==> src/rtl/yuv_rgb.sv <==
// rtl/yuv_rgb.sv - four-stage YUV to RGB colour converter with saturation
module yuv_rgb #(
    parameter int ROUND = 1
) (
    input  logic        clock,
    input  logic        rst_n,
    input  logic        clk_en,
    input  logic        in_valid,
    input  logic [15:0] ydata,
    input  logic [15:0] udata,
    input  logic [15:0] vdata,
    output logic        out_valid,
    output logic [15:0] rdata,
    output logic [15:0] gdata,
    output logic [15:0] bdata
);

    // Q2.13 coefficients, split into a high and a low group of set bits so
    // that each product is built from two partial shift-add sums in S2.
    localparam logic [15:0] KRV     = 16'd9339;
    localparam logic [15:0] KGU     = 16'd3236;
    localparam logic [15:0] KGV     = 16'd4760;
    localparam logic [15:0] KBU     = 16'd16646;
    localparam logic [15:0] LO_MASK = 16'h00FF;
    localparam logic [15:0] HI_MASK = 16'hFF00;

    localparam logic signed [33:0] RND = (ROUND != 0) ? 34'sd4096 : 34'sd0;

    // Sum of x shifted by every set bit of k: a constant multiply without a multiplier.
    function automatic logic signed [31:0] shift_add(input logic signed [16:0] x,
                                                     input logic [15:0] k);
        logic signed [31:0] acc;
        logic signed [31:0] xe;
        acc = '0;
        xe  = {{15{x[16]}}, x};
        for (int i = 0; i < 16; i++) begin
            if (k[i]) begin
                acc = acc + (xe <<< i);
            end
        end
        return acc;
    endfunction

    function automatic logic signed [33:0] sext34(input logic signed [31:0] x);
        return {{2{x[31]}}, x};
    endfunction

    function automatic logic [15:0] sat16(input logic signed [33:0] x);
        if (x < 34'sd0) begin
            return 16'h0000;
        end else if (x > 34'sd65535) begin
            return 16'hFFFF;
        end else begin
            return x[15:0];
        end
    endfunction

    logic signed [16:0] s1_y, s1_u, s1_v;
    logic               s1_vld;

    logic signed [16:0] s2_y;
    logic signed [31:0] s2_rv_hi, s2_rv_lo, s2_gu_hi, s2_gu_lo;
    logic signed [31:0] s2_gv_hi, s2_gv_lo, s2_bu_hi, s2_bu_lo;
    logic               s2_vld;

    logic signed [33:0] s3_r, s3_g, s3_b;
    logic               s3_vld;

    logic signed [33:0] r_sh, g_sh, b_sh;
    logic signed [33:0] s3_y_dummy;

    // S1: capture the sample, Y zero-extended and U/V sign-extended.
    always_ff @(posedge clock or negedge rst_n) begin
        if (!rst_n) begin
            s1_y   <= '0;
            s1_u   <= '0;
            s1_v   <= '0;
            s1_vld <= 1'b0;
        end else if (clk_en) begin
            s1_y   <= {1'b0, ydata};
            s1_u   <= {udata[15], udata};
            s1_v   <= {vdata[15], vdata};
            s1_vld <= in_valid;
        end
    end

    // S2: partial products from the high and low coefficient bit groups.
    always_ff @(posedge clock or negedge rst_n) begin
        if (!rst_n) begin
            s2_y     <= '0;
            s2_rv_hi <= '0;
            s2_rv_lo <= '0;
            s2_gu_hi <= '0;
            s2_gu_lo <= '0;
            s2_gv_hi <= '0;
            s2_gv_lo <= '0;
            s2_bu_hi <= '0;
            s2_bu_lo <= '0;
            s2_vld   <= 1'b0;
        end else if (clk_en) begin
            s2_y     <= s1_y;
            s2_rv_hi <= shift_add(s1_v, KRV & HI_MASK);
            s2_rv_lo <= shift_add(s1_v, KRV & LO_MASK);
            s2_gu_hi <= shift_add(s1_u, KGU & HI_MASK);
            s2_gu_lo <= shift_add(s1_u, KGU & LO_MASK);
            s2_gv_hi <= shift_add(s1_v, KGV & HI_MASK);
            s2_gv_lo <= shift_add(s1_v, KGV & LO_MASK);
            s2_bu_hi <= shift_add(s1_u, KBU & HI_MASK);
            s2_bu_lo <= shift_add(s1_u, KBU & LO_MASK);
            s2_vld   <= s1_vld;
        end
    end

    // Y is an integer, so adding it pre-scaled by 2^13 before the floor
    // shift gives exactly the same result as adding it afterwards.
    assign s3_y_dummy = {4'b0000, s2_y, 13'b0};

    // S3: finish the products and fold in Y.
    always_ff @(posedge clock or negedge rst_n) begin
        if (!rst_n) begin
            s3_r   <= '0;
            s3_g   <= '0;
            s3_b   <= '0;
            s3_vld <= 1'b0;
        end else if (clk_en) begin
            s3_r   <= s3_y_dummy + sext34(s2_rv_hi) + sext34(s2_rv_lo);
            s3_g   <= s3_y_dummy - sext34(s2_gu_hi) - sext34(s2_gu_lo)
                                 - sext34(s2_gv_hi) - sext34(s2_gv_lo);
            s3_b   <= s3_y_dummy + sext34(s2_bu_hi) + sext34(s2_bu_lo);
            s3_vld <= s2_vld;
        end
    end

    // Rounding constant plus arithmetic (floor) shift back to integer scale.
    always_comb begin
        r_sh = (s3_r + RND) >>> 13;
        g_sh = (s3_g + RND) >>> 13;
        b_sh = (s3_b + RND) >>> 13;
    end

    // S4: saturate and register the outputs.
    always_ff @(posedge clock or negedge rst_n) begin
        if (!rst_n) begin
            rdata     <= '0;
            gdata     <= '0;
            bdata     <= '0;
            out_valid <= 1'b0;
        end else if (clk_en) begin
            rdata     <= sat16(r_sh);
            gdata     <= sat16(g_sh);
            bdata     <= sat16(b_sh);
            out_valid <= s3_vld;
        end
    end

endmodule

==> config.mk <==
export PLATFORM = sky130hd
export DESIGN_NAME = yuv_rgb
export DESIGN_NICKNAME = d
export VERILOG_FILES = /design/src/rtl/yuv_rgb.sv
export SDC_FILE = /design/constraint.sdc
export NUM_CORES = 1
export LEC_CHECK = 0
export BUFFER_PORTS_ARGS = -buffer_cell sky130_fd_sc_hd__buf_2
export CAP_MARGIN = 20
export CORE_UTILIZATION = 40
export DETAILED_ROUTE_END_ITERATION = 16
export SYNTH_ARGS = -nofsm -noshare
export SYNTH_HDL_FRONTEND = slang
export SYNTH_SLANG_ARGS = --single-unit
==> constraint.sdc <==
create_clock -name clock -period 7 [get_ports clock]
set_clock_uncertainty 0.1 [all_clocks]
set_input_delay 0.7 -clock clock [delete_from_list [all_inputs] [get_ports clock]]
set_output_delay 0.7 -clock clock [all_outputs]
set_load 0.05 [all_outputs]
==> impl_metrics.yaml, run 1 <==
status:
  status: "completed"
global_route:
  grt_pass1_vias: 17900
  antenna_found_initial: 0
  grtUsageTotal_pct: 20.3
  grt_pass1_wl_mm: 96.4
  gr-total-overflow: 0
  grt_max_degree: 101
synth:
  ys.flop_type: "dfrtp_1"
  postSynth.asyncResetShare_pct: 100
  syn_area_um2: 23400
  syn-num-nets: 2803
  ys_ff_latch: 290
  seq_area_frac_synth_pct: 31.0
  synth.distinct_cells: 80
  yosys_warnings: 0
  syn_avg_cell_area_um2: 9.71
  syn_inst: 2407
  synth_edf_count: 0
routing:
  avgRoutedWirePerCell_um: 18.3
  via_per_inst: 5.46
  drt_iter0_drc: 1099
  wirelength_mm: 60.7
  first_pass_iters: 5
  drcViolationCount: 0
  vias: 18100
  drtAntennaViolNets: 0
critical_path:
  crit_path_start_kind: "flip-flop"
  cp_num_buf_inv: 1
  cp.depth: 31
  rr_endpoint: "s2_rv_lo[20]$_DFFE_PN0P_"
  crit_path_start: "s1_v[1]$_DFFE_PN0P_"
  reg2reg_depth: 31
  max_stage_delay_ns: 0.41
  cp_slowest_cell: "dfrtp_1"
  crit_path_end: "s2_rv_lo[20]$_DFFE_PN0P_"
  crit_type: "reg2reg"
  critical-path-top-delay-family: "compound AO/OA/AOI/OAI gates"
  cp-end-kind: "flip-flop"
  rrSetupSlack_ns: 0.31
  worst-path-max-fanout: 4
  r2r_start: "s1_v[1]$_DFFE_PN0P_"
  required_ns: 7.34
  critPathArrivalTime_ns: 7.03
  cpMostUsedCell: "ha_1"
clocking:
  clkSlewWorstSetupHoldPaths_ns: 0.05
  clockRootBuffer: "clkbuf_16"
  clk_path_buf_depth: 3
  cts_max_level: 2
  cts_tree: "built"
  insertion_delay_ns: 0.56
  hold_buffers: 0
  cts_sinks: 290
  cts_buffers: 37
place:
  io_buffers: 100
  place_area_um2: 24900
  dpl.cell_count: 3247
  hpwl_mm: 47.1
  gp_congestion: 0.895
floorplan:
  dieWidth_um: 244
  pin_count: 101
  core_area_um2: 57700
  rows: 88
  die_h_um: 244
  start_util_pct: 40.5
  die_area_um2: 59400
cells_and_area:
  final_common_cell: "dfrtp_1"
  seq_area_um2: 7260
  multi_input_area_um2: 15500
  synthToLayoutAreaGrowth_pct: 12.9
  fillers: 5538
  final_cell_mix: "289 x dfrtp_1, 249 x ha_1, 174 x nand2_1"
  drive_above_1_share_pct: 16.2
  finalNonFillerCells: 3317
  nNetsFinal: 2922
  diodes: 0
  final_area_um2: 26400
timing:
  setup_viol: 0
  hold_ws_ns: 0.0370
  period_needed_ns: 6.69
  fmax_mhz: 150
  slew_headroom_pct: 35.9
  fin_tns_setup_ns: 0
  fin_crit_sh_pct: 95.6
  drv_slew: 0
  worst_slew_pin_slew_ns: 0.962
  hold_viol_final: 0
job:
  drv_cap: 0
min_path:
  worstHoldPathType: "in2async"
cells by family after synthesis:
kind of cell | synth area share, %
mux | 6.77
flops | 31.0
xor+xnor | 7.91
compound gates | 16.6
fa+ha+maj | 21.4
buf+inv | 3.59
simple gates | 12.6
cell usage after synthesis (5+ instances only):
cell	number	area [um^2]
o21bai_1	20	150
inv_1	161	604
nand4_1	20	125
o221ai_2	6	90.1
nor2b_1	17	106
a311oi_1	7	61.3
o221ai_1	6	52.6
clkbuf_1	44	165
a31oi_1	29	181
mux2i_1	14	140
or3_1	17	106
o21a_1	34	255
nor3_2	5	50.1
xnor2_1	143	1250
and2_1	13	81.3
or2_2	13	81.3
o31ai_1	23	173
a211o_1	5	43.8
xor2_1	68	596
a31o_2	7	61.3
a21o_1	44	330
o2bb2ai_1	19	166
o22ai_1	8	50.1
a22oi_1	17	128
nand3b_1	6	45.0
ha_1	250	3130
a21oi_1	136	681
mux2_2	128	1440
fa_1	94	1880
a211oi_1	20	150
nor3_1	59	295
and3_1	28	175
o21ai_0	127	636
dfrtp_1	290	7260
o21ai_1	8	40.0
nand3_1	68	340
nand2_1	174	653
nand2b_1	25	156
buf_1	8	30.0
nor2_1	161	604
o211ai_1	18	135
timing repair:
item | in CTS | in global routing
setup endpoints to repair | 2 | 8
pin swaps | 0 | 18
cloned | 0 | 0
setup buffers | 0 | 5
resized for setup | 4 | 50
sequential cells by signal (all words and copies together), names as in the netlist, 16 cells and up:
name / flops
bdata: 16
gdata: 16
rdata: 16
s1_u: 16
s1_v: 16
s1_y: 16
s2_bu_hi: 19
s2_gu_hi: 18
s2_gu_lo: 20
s2_gv_lo: 17
s2_rv_hi: 18
s2_rv_lo: 16
s2_y: 16
s3_b: 22
s3_g: 22
s3_r: 22
per-layer routing:
metal | share of wire [%] | track usage [%] | wire length (um) | vias up
li1 | - | - | - | 8862
met1 | 47 | 27.9 | 28500 | 8786
met2 | 45 | 32.4 | 27500 | 370
met3 | 4.2 | 2.75 | 2540 | 105
met4 | 3.5 | 7.70 | 2110 | 0
met5 | 0 | 0 | 0 | -
layout make-up:
| type | count | share of cell area (%) |
|---|---|---|
| well taps | 765 | 3.63 |
| clock inverters | 13 | 0.725 |
| repair buffers | 138 | 3.05 |
| multi-input cells | 1898 | 58.8 |
| clock buffers | 52 | 3.99 |
| inverters | 161 | 2.29 |
| flip-flops and latches | 290 | 27.5 |
worst reg2reg max path, delay by kind of cell (launching register included):
| kind | cells | cell delay (ns) |
|---|---|---|
| mux | 1 | 0.25 |
| xor+xnor | 3 | 0.42 |
| compound gates | 15 | 2.88 |
| simple gates | 5 | 0.53 |
| buf+inv | 1 | 0.08 |
| fa+ha+maj | 6 | 1.90 |
| flops | 1 | 0.41 |
how the worst min path moves through the flow:
stage                                  start  depth (start not counted)  slack (ns)                        to
detailed placement      rdata[9]$_DFFE_PN0P_                          1        0.37      rdata[9]$_DFFE_PN0P_
floorplan                              rst_n                          0        0.30      bdata[0]$_DFFE_PN0P_
finish                                 rst_n                          1        0.04      bdata[2]$_DFFE_PN0P_
global placement    s2_gv_lo[17]$_DFFE_PN0P_                          1        0.36  s2_gv_lo[17]$_DFFE_PN0P_
global route                           rst_n                          1        0.09      bdata[2]$_DFFE_PN0P_
CTS                                    rst_n                          1        0.07      bdata[8]$_DFFE_PN0P_
per-stage QoR:
stage	setup slack (ns)	utilization, %
after global placement	0.0518	43.1
after CTS	0.0251	45.3
after detailed placement	-0.000390	43.1
after floorplan	0.323	-
final	0.311	45.7
after global routing	-0.0533	45.7
Power of run 1 is not shown: default switching activity piles up to over one toggle a cycle in this logic, so the estimate is an artifact.
==> run 2: changes to the inputs <==
--- a/config.mk
+++ b/config.mk
@@ -5,10 +5,11 @@
 export SDC_FILE = /design/constraint.sdc
 export NUM_CORES = 1
 export LEC_CHECK = 0
-export BUFFER_PORTS_ARGS = -buffer_cell sky130_fd_sc_hd__buf_2
 export CAP_MARGIN = 20
 export CORE_UTILIZATION = 40
 export DETAILED_ROUTE_END_ITERATION = 16
+export DONT_BUFFER_PORTS = 1
+export REMOVE_ABC_BUFFERS = 1
 export SYNTH_ARGS = -nofsm -noshare
 export SYNTH_HDL_FRONTEND = slang
 export SYNTH_SLANG_ARGS = --single-unit
==> impl_metrics.yaml, run 2 (same netlist as run 1, synthesis figures left out) <==
timing:
  rsz0062_at_grt: "yes"
  hold_viol_final: 290
  setup_viol: 0
  hold_ws_ns: -0.257
  period_needed_ns: 6.68
  worst_slew_pin_slew_ns: 0.741
  drv_slew: 0
  fmax_mhz: 150
  slew_headroom_pct: 50.5
  fin_crit_sh_pct: 95.5
critical_path:
  r2r_start: "s1_v[0]$_DFFE_PN0P_"
  cp-end-kind: "flip-flop"
  reg2reg_depth: 33
  worst-path-max-fanout: 4
  max_stage_delay_ns: 0.39
  critPathArrivalTime_ns: 7.02
  cpMostUsedCell: "ha_1"
  required_ns: 7.34
  crit_type: "reg2reg"
  cp_slowest_cell: "dfrtp_1"
  crit_path_start_kind: "flip-flop"
  rrSetupSlack_ns: 0.32
  rr_endpoint: "s2_rv_lo[20]$_DFFE_PN0P_"
clocking:
  cts_buffers: 38
  cts_tree: "built"
  insertion_delay_ns: 0.56
  clkSlewWorstSetupHoldPaths_ns: 0.06
  cts_sinks: 290
  clk_path_buf_depth: 3
  clockRootBuffer: "clkbuf_16"
  cts_max_level: 2
routing:
  first_pass_iters: 5
  drcViolationCount: 0
  avgRoutedWirePerCell_um: 18.8
  wirelength_mm: 60.7
  drt_iter0_drc: 1029
  vias: 17800
  via_per_inst: 5.53
  drtAntennaViolNets: 0
global_route:
  grt_pass1_wl_mm: 98.3
  antenna_found_initial: 0
  grtUsageTotal_pct: 20.5
  gr-total-overflow: 0
  grt_max_degree: 311
  grt_pass1_vias: 18100
floorplan:
  rows: 88
  die_area_um2: 59400
  start_util_pct: 40.5
  core_area_um2: 57700
  pin_count: 101
  dieWidth_um: 244
  die_h_um: 244
cells_and_area:
  synthToLayoutAreaGrowth_pct: 10.9
  finalNonFillerCells: 3221
  final_cell_mix: "289 x dfrtp_1, 247 x ha_1, 174 x nand2_1"
  nNetsFinal: 2823
  largestRegisters: "s3_b x22, s3_g x22, s3_r x22"
  diodes: 0
  drive_above_1_share_pct: 12.6
  final_common_cell: "dfrtp_1"
job:
  drv_cap: 0
place:
  gp_congestion: 0.877
  hpwl_mm: 46.1
  dpl.cell_count: 3143
  io_buffers: 0
min_path:
  worstHoldPathType: "in2async"
status:
  violations: "negative hold slack"
  status: "finished with violations"
==> run 2: worst max-delay path, delay by kind of cell (launching register included) <==
| family | cells | cell delay (ns) |
|---|---|---|
| mux | 1 | 0.26 |
| fa+ha+maj | 6 | 1.84 |
| xor+xnor | 3 | 0.44 |
| buf+inv | 3 | 0.38 |
| flops | 1 | 0.39 |
| simple gates | 5 | 0.55 |
| compound gates | 15 | 2.61 |
==> run 2: timing repair <==
item | in CTS | in global routing
setup endpoints to repair | 4 | 7
endpoints found under the hold margin | 290 | 290
pin swaps | 0 | 24
gates cloned | 0 | 0
gates resized for setup | 2 | 35
buffers inserted | 0 | 9
==> run 2: metrics by stage <==
| stage | setup WS (ns) | cell area (um^2) | setup TNS (ns) | utilization, % |
|---|---|---|---|---|
| floorplan | 0.323 | 23100 | 0 | - |
| global placement | 0.0871 | 24300 | 0 | 42.1 |
| detailed placement | -0.0715 | 24300 | -0.165 | 42.1 |
| CTS | 0.00811 | 25700 | 0 | 44.6 |
| global route | -0.0768 | 25900 | -0.227 | 44.9 |
| finish | 0.318 | 25900 | 0 | 44.9 |
==> run 2: final cells by class <==
type                    instances  area [um^2]
inverters                     161          606
flip-flops and latches        290         7260
well taps                     765          957
clock inverters                21          322
multi-input cells            1898        15400
clock buffers                  48         1070
repair buffers                 38          285
fillers                      5523        31800
==> run 2: layer usage <==
metal	GRT usage (%)	share of wire (%)
met5	0	0
met1	27.4	45
met2	34.8	49
met3	2.38	3.4
met4	6.12	2.6
==> run 2: worst max path at each step <==
stage                         from                       end  slack (ns)  cells after the start
6_report       s1_v[0]$_DFFE_PN0P_  s2_rv_lo[20]$_DFFE_PN0P_        0.32                     33
3_3_place_gp   s1_v[0]$_DFFE_PN0P_  s2_rv_lo[19]$_DFFE_PN0P_        0.09                     32
5_1_grt        s1_v[0]$_DFFE_PN0P_  s2_rv_lo[19]$_DFFE_PN0P_       -0.08                     31
3_5_place_dp   s1_v[0]$_DFFE_PN0P_  s2_rv_lo[19]$_DFFE_PN0P_       -0.07                     32
4_1_cts        s1_v[0]$_DFFE_PN0P_  s2_rv_lo[19]$_DFFE_PN0P_       0.008                     32
2_1_floorplan  s1_v[1]$_DFFE_PN0P_  s2_rv_lo[19]$_DFFE_PN0P_        0.32                     32
Power of run 2 is left out for the same reason.
==> run 3: changes to the inputs <==
--- a/config.mk
+++ b/config.mk
@@ -6,6 +6,7 @@
 export NUM_CORES = 1
 export LEC_CHECK = 0
 export CAP_MARGIN = 20
+export CORE_ASPECT_RATIO = 0.75
 export CORE_UTILIZATION = 40
 export DETAILED_ROUTE_END_ITERATION = 16
 export DONT_BUFFER_PORTS = 1
==> impl_metrics.yaml, run 3 (same netlist as run 1, synthesis figures left out) <==
status:
  status: "finished with violations"
  violations: "negative hold slack"
floorplan:
  core_area_um2: 57500
  pin_count: 101
  start_util_pct: 40.6
  die_h_um: 211
  rows: 76
  dieWidth_um: 281
  die_area_um2: 59400
global_route:
  grt_max_degree: 311
  grtUsageTotal_pct: 21.0
  antenna_found_initial: 1
  grt_pass1_vias: 18000
  gr-total-overflow: 0
  grt_pass1_wl_mm: 98.5
cells_and_area:
  drive_above_1_share_pct: 14.7
  nNetsFinal: 2844
  largestRegisters: "s3_b x22, s3_g x22, s3_r x22"
  fillers: 5402
  final_common_cell: "dfrtp_1"
  final_cell_mix: "288 x dfrtp_1, 238 x ha_1, 174 x nand2_1"
  synthToLayoutAreaGrowth_pct: 12.2
place:
  io_buffers: 0
  hpwl_mm: 46.6
  gp_congestion: 0.894
critical_path:
  required_ns: 7.34
  max_stage_delay_ns: 0.48
  critPathArrivalTime_ns: 7.11
  critical-path-top-delay-family: "compound AO/OA/AOI/OAI gates"
  cpMostUsedCell: "ha_2"
  cp-end-kind: "flip-flop"
  crit_path_start_kind: "flip-flop"
  cp_slowest_cell: "o41a_1"
  cp_num_buf_inv: 2
  crit_type: "reg2reg"
  worst-path-max-fanout: 5
min_path:
  worstHoldPathType: "in2async"
clocking:
  cts_tree: "built"
  insertion_delay_ns: 0.57
  cts_max_level: 2
  clk_path_buf_depth: 3
  clockRootBuffer: "clkbuf_16"
  cts_buffers: 37
  cts_sinks: 290
  clkSlewWorstSetupHoldPaths_ns: 0.06
timing:
  hold_viol_final: 290
  hold_ws_ns: -0.250
  slew_headroom_pct: 31.6
  setup_viol: 0
  fin_crit_sh_pct: 96.7
  worst_slew_pin_slew_ns: 1.03
  period_needed_ns: 6.77
  fin_tns_setup_ns: 0
  drv_slew: 0
  fmax_mhz: 148
routing:
  wirelength_mm: 62.0
  drcViolationCount: 0
  first_pass_iters: 5
  drt_iter0_drc: 1284
  avgRoutedWirePerCell_um: 19.1
  vias: 18200
  drtAntennaViolNets: 0
  via_per_inst: 5.58
job:
  drv_cap: 0
-- run 3: layout make-up --
type	instances	area (um^2)	area share, %
Inverter	161	606	2.31
Timing Repair Buffer	60	454	1.73
Sequential cell	290	7260	27.7
Clock buffer	50	1090	4.14
Antenna cell	1	2.50	0.00954
Multi-Input combinational cell	1898	15600	59.7
Clock inverter	17	189	0.721
Tap cell	780	976	3.72
-- run 3: worst register-to-register path: cells and delay by family (launching register included) --
kind            cells  cell delay [ns]
compound gates     10             2.30
xor+xnor            5             0.51
fa+ha+maj           5             1.09
buf+inv             2             0.33
flops               1             0.47
mux                 1             0.27
simple gates        7             1.60
-- run 3: worst paths after layout --
path                                                  to                startpoint  cells past startpoint  slack (ns)
worst max-delay path            s2_rv_lo[20]$_DFFE_PN0P_       s1_v[2]$_DFFE_PN0P_                     30        0.23
worst min-delay path                 s1_v[3]$_DFFE_PN0P_                     rst_n                      0       -0.25
worst max register to register  s2_rv_lo[20]$_DFFE_PN0P_       s1_v[2]$_DFFE_PN0P_                     30        0.23
worst min register to register  s2_gv_lo[17]$_DFFE_PN0P_  s2_gv_lo[17]$_DFFE_PN0P_                      1        0.38
max in group asynchronous            s2_y[0]$_DFFE_PN0P_                     rst_n                      0        6.30
min in group clock                   s1_u[7]$_DFFE_PN0P_                  udata[7]                      2        0.16
-- run 3: layer usage --
metal  vias up  wire (um)  global-route usage [%]
li1       8710          -                       -
met3        80       4320                    5.02
met5         -          0                       0
met2       437      26100                    31.0
met4         0       1120                    4.82
met1      8961      30500                    30.8
-- run 3: through the flow --
stage / cell area [um^2] / setup WS [ns] / instances / utilization (%) / hold WS [ns]
detailed placement: 24400 / -0.265 / 3171 / 42.5 / 0.339
finish: 26200 / 0.234 / 3257 / 45.6 / -0.250
floorplan: 23100 / 0.323 / 2349 / - / 0.304
global placement: 24400 / -0.0698 / 3171 / 42.5 / 0.338
global route: 26200 / -0.0663 / 3256 / 45.6 / -0.266
CTS: 25800 / 0.00351 / 3239 / 44.8 / -0.264
-- run 3: timing repair --
item                       CTS  global route
pin swaps                    2            55
setup endpoints to repair    5             9
gates resized for setup      8            73
setup buffers                1            17
hold endpoints to repair   290           290
Power of run 3 is left out for the same reason.
